### src/rtl/rca_pipe.sv
// Segment-pipelined ripple-carry adder/subtractor; RCA_PIPE_OVF_EN adds a signed-overflow output.
// Latency NSEG = WIDTH/SEG cycles, one result per cycle when not stalled.
// Backpressure: a global stall (out_valid && !out_ready) freezes every stage and drops in_ready.
module rca_pipe #(
    parameter int WIDTH = 16,
    parameter int SEG   = 4
) (
    input  logic             clk,
    input  logic             rst,
    input  logic             in_valid,
    output logic             in_ready,
    input  logic [WIDTH-1:0] a,
    input  logic [WIDTH-1:0] b,
    input  logic             cin,
    input  logic             sub,
    output logic             out_valid,
    input  logic             out_ready,
    output logic [WIDTH-1:0] s,
    output logic             cout
`ifdef RCA_PIPE_OVF_EN
    ,
    output logic             ovf
`endif
);

    localparam int NSEG = WIDTH / SEG;

    generate
        if ((WIDTH % SEG) != 0) begin : g_bad_seg
            $error("rca_pipe: WIDTH must be a multiple of SEG");
        end
    endgenerate

    // Per-stage registers. Operands are shifted right by SEG each stage so the
    // segment to add is always in the low bits; sum bits enter at the top and
    // shift down, landing in order after the final stage.
    logic             v_q [NSEG];
    logic             c_q [NSEG];
    logic [WIDTH-1:0] s_q [NSEG];
    logic [WIDTH-1:0] a_q [NSEG];
    logic [WIDTH-1:0] b_q [NSEG];

    logic             stg_v [NSEG];
    logic             stg_c [NSEG];
    logic [WIDTH-1:0] stg_s [NSEG];
    logic [WIDTH-1:0] stg_a [NSEG];
    logic [WIDTH-1:0] stg_b [NSEG];
    logic [SEG:0]     seg_sum [NSEG];
    logic [WIDTH-1:0] nxt_s [NSEG];
    logic [WIDTH-1:0] nxt_a [NSEG];
    logic [WIDTH-1:0] nxt_b [NSEG];

    logic stall;

    assign stall     = v_q[NSEG-1] && !out_ready;
    assign in_ready  = !stall;
    assign out_valid = v_q[NSEG-1];
    assign s         = s_q[NSEG-1];
    assign cout      = c_q[NSEG-1];

    always_comb begin
        // Subtraction is a + ~b + 1, folded in before the first segment.
        stg_v[0] = in_valid;
        stg_c[0] = sub | cin;
        stg_s[0] = '0;
        stg_a[0] = a;
        stg_b[0] = sub ? ~b : b;
        for (int k = 1; k < NSEG; k++) begin
            stg_v[k] = v_q[k-1];
            stg_c[k] = c_q[k-1];
            stg_s[k] = s_q[k-1];
            stg_a[k] = a_q[k-1];
            stg_b[k] = b_q[k-1];
        end
        for (int k = 0; k < NSEG; k++) begin
            seg_sum[k] = {1'b0, stg_a[k][SEG-1:0]} + {1'b0, stg_b[k][SEG-1:0]}
                       + {{SEG{1'b0}}, stg_c[k]};
            nxt_s[k]   = (stg_s[k] >> SEG) | (WIDTH'(seg_sum[k][SEG-1:0]) << (WIDTH - SEG));
            nxt_a[k]   = stg_a[k] >> SEG;
            nxt_b[k]   = stg_b[k] >> SEG;
        end
    end

`ifdef RCA_PIPE_OVF_EN
    logic carry_into_msb;
    logic nxt_ovf;
    logic ovf_q;

    // Sum MSB = a ^ b ^ carry-in, so the carry into the MSB falls out of the sum bit.
    assign carry_into_msb = stg_a[NSEG-1][SEG-1] ^ stg_b[NSEG-1][SEG-1] ^ seg_sum[NSEG-1][SEG-1];
    assign nxt_ovf        = carry_into_msb ^ seg_sum[NSEG-1][SEG];
    assign ovf            = ovf_q;

    always_ff @(posedge clk) begin
        if (rst) begin
            ovf_q <= 1'b0;
        end else if (!stall && stg_v[NSEG-1]) begin
            ovf_q <= nxt_ovf;
        end
    end
`endif

    // Data only loads behind a valid token so the output holds across bubbles.
    always_ff @(posedge clk) begin
        if (rst) begin
            for (int k = 0; k < NSEG; k++) begin
                v_q[k] <= 1'b0;
                c_q[k] <= 1'b0;
                s_q[k] <= '0;
                a_q[k] <= '0;
                b_q[k] <= '0;
            end
        end else if (!stall) begin
            for (int k = 0; k < NSEG; k++) begin
                v_q[k] <= stg_v[k];
                if (stg_v[k]) begin
                    c_q[k] <= seg_sum[k][SEG];
                    s_q[k] <= nxt_s[k];
                    a_q[k] <= nxt_a[k];
                    b_q[k] <= nxt_b[k];
                end
            end
        end
    end

endmodule

### config.mk
export PLATFORM = sky130hd
export DESIGN_NAME = rca_pipe
export DESIGN_NICKNAME = d
export VERILOG_FILES = /design/src/rtl/rca_pipe.sv
export SDC_FILE = /design/constraint.sdc
export NUM_CORES = 1
export LEC_CHECK = 0
export CAP_MARGIN = 15
export CORE_MARGIN = 5
export CORE_UTILIZATION = 55
export DETAILED_ROUTE_END_ITERATION = 10
export GPL_TIMING_DRIVEN = 0
export PLACE_DENSITY = 0.82
export SLEW_MARGIN = 40
export SYNTH_ARGS = -nofsm -noshare
export SYNTH_HDL_FRONTEND = slang
export SYNTH_SLANG_ARGS = --single-unit
export TNS_END_PERCENT = 1
### constraint.sdc
create_clock -name clk -period 2.86 [get_ports clk]
set_input_delay 0.572 -clock clk [delete_from_list [all_inputs] [get_ports clk]]
set_output_delay 0.572 -clock clk [all_outputs]
set_load 0.005 [all_outputs]
==> run_results.csv <==
group,metric,value,unit
status,status,"finished clean",
worst_setup_path,required,2290,ps
floorplan,die_h,98.1,microns
yosys,synth_top_area_share,67.5,%
clock_network,htree_levels,3,
global_route,grt_pass1_vias,2229,
detailed_routing,ant_nets,0,
sta,setup_violations,0,
floorplan,start_util,55.9,%
sta,rsz0062_at_grt,"no",
sta,clock.fmax,0.382,GHz
pwr,powerDensity,528,nW/um^2
detailed_routing,vias,2241,
sta,drv_slew,0,
yosys,ys_warn_count,0,
yosys,postSynthCellCount,290,
sta,fin_crit,2620,ps
pwr,peakVddDrop,0.404,mV
clock_network,cts_root_buf,"clkbuf_8",
yosys,seq_area_frac_synth,67.5,%
detailed_routing,drt_iter0_drc,68,
worst_setup_path,crit_type,"in -> out",
worst_setup_path,cp_max_fo,10,
clock_network,holdBufCountCts,0,
cells_and_area,area_delta_synth_final,19.7,%
yosys,synth.distinct_cells,31,
placement,dpl.hpwl,4.37,mm
worst_setup_path,worstSetupEndpointType,"primary output",
clock_network,clock_sinks,96,
clock_network,clk_pin_slew_worst_paths,80,ps
flow_run,drv_cap,0,
global_route,antenna_found_initial,0,
detailed_routing,drcViolationCount,0,
clock_network,cts_tree,"built",
hold_path,worstHoldPathCells,1,
worst_setup_path,r2r_cells,5,
yosys,yosysTopAreaCell,"edfxtp_1",
clock_network,numCtsBuffers,9,
global_route,overflow,0,
worst_setup_path,arrival,2050,ps
yosys,synth_nets,348,
sta,tns,0,ps
floorplan,rows,32,
yosys,synth_area,4270,sq um
yosys,synth_area_leaders,"edfxtp_1 67%, and2_1 7.0%, fa_1 3.7%",
sta,fin_crit_sh,91.6,%
worst_setup_path,start_kind,"input pin",
placement,gp_congestion,0.796,
floorplan,ios,57,
pwr,p_leak,2.04,nW
detailed_routing,first_pass_iters,5,
floorplan,chipWidth,98.1,microns
detailed_routing,drt-total-wl,5.71,mm
detailed_routing,post_drt_wl_per_cell,12.4,microns
clock_network,post_cts_buffers,0,
sta,hold_viol,0,
detailed_routing,wl_met2,2.90,mm
yosys,ys_ff_latch,96,
hold_path,worst_hold_path_type,"reg -> reg",
sta,relSlewSlack,51.1,%
floorplan,core_area,7650,sq um
detailed_routing,wl_met3,310,microns
detailed_routing,routed.top_layer,"met4",
sta,final.setup_skew,10.6,ps
cells_and_area,antenna_cells,0,
placement,portBuffers,55,
cells_and_area,finalNetCount,414,
global_route,grt_usage,12.8,%
sta,worst_pin_slew,733,ps
clock_network,ctsResizeCount,0,
cells_and_area,final_util,66.9,%
global_route,grt_max_degree,30,
cells_and_area,post_route_cells_drive_above_1_share,9.44,%
clock_network,cts_buffer_depth,2,
floorplan,dieArea,9630,sq um
detailed_routing,viasPerCell,4.85,
yosys,avgSynthCellArea,14.7,sq um
global_route,grt_pass1_wl,9.72,mm
clock_network,clk_latency,350,ps
detailed_routing,met1_length,2.34,mm
## worst paths after layout
| kind | to | slack [ps] | start |
|---|---|---|---|
| worst max-delay path | in_ready | 240 | out_ready |
| worst min-delay path | s_q[0][55] | 520 | s_q[0][43] |
| worst max register to register | c_q[0][3] | 910 | c_q[0][2] |
| worst min register to register | s_q[0][55] | 520 | s_q[0][43] |
## cell families after synthesis
group	synth area share, %
simple gates	15.5
flops	67.5
buf+inv	2.93
compound gates	2.93
fa+ha+maj	7.26
xor+xnor	3.69
mux	0.234
## flip-flops by register name, indices dropped and copies added (netlist names)
signal  count
b_q        24
s_q        40
v_q         4
c_q         4
a_q        24
## placed cells by master (no fill, tap or decap), drive strengths merged, types with 8 or more instances in the layout
cell type      netlist  final
and3                17     17
and2                48     48
clkbuf               2     11
nor2                20     20
inv                 15     15
clkdlybuf4s50        0     55
fa                   8      8
ha                  12     12
buf                  9      9
xnor2               15     15
a21oi                8      8
edfxtp              96     96
## stage by stage
stage | setup slack, ps | power (mW) | cell area [sq um] | hold WS [ps] | instances
2_1_floorplan | 488 | 1.87 | 4270 | 497 | 290
3_3_place_gp | 111 | 1.98 | 4950 | 501 | 447
3_5_place_dp | 173 | 2.00 | 4950 | 501 | 447
4_1_cts | 233 | 2.73 | 5110 | 521 | 462
5_1_grt | 189 | 2.83 | 5110 | 542 | 462
6_report | 239 | 2.70 | 5110 | 519 | 462
## cells in the mapped netlist
library cell	count
a21boi_0	3
a21o_1	7
a21oi_1	8
and2_1	48
and3_1	17
and3b_1	2
buf_2	5
buf_4	3
buf_6	1
clkbuf_1	2
edfxtp_1	96
fa_1	8
ha_1	12
inv_1	11
inv_2	3
inv_4	1
mux2i_1	1
nand2_1	1
nand2b_1	1
nand3_1	3
nand3b_1	3
nand3b_2	2
nand3b_4	1
nor2_1	20
nor2b_1	5
nor2b_4	1
nor3_1	4
nor3b_1	1
o21ai_0	2
xnor2_1	15
xor2_1	3
## layer usage
metal  vias up  GRT usage, %
li1       1143             -
met5         -             0
met1      1017          15.1
met4         0          7.67
met3        14          2.64
met2        67          21.6
## report_power, final
| part | leakage [nW] | switching, mW | internal (mW) |
|---|---|---|---|
| combinational | 0.937 | 0.135 | 0.155 |
| sequential | 1.03 | 0.0254 | 1.65 |
| clock | 0.0769 | 0.432 | 0.306 |
## layout make-up
cell class	instances	area, sq um
multi-input cells	168	1270
clock buffers	9	124
inverters	15	58.8
plain buffers	11	66.3
repair buffers	55	551
clock inverters	6	37.5
well taps	102	128
flip-flops and latches	96	2880
fillers	537	2530
## worst max-delay path, cell delays in order
cell	delay, ps
clkdlybuf4s50_1	500
nor2b_4	60
inv_4	120
buf_2	250
clkdlybuf4s50_1	540
(Power assumes the default switching activity.)
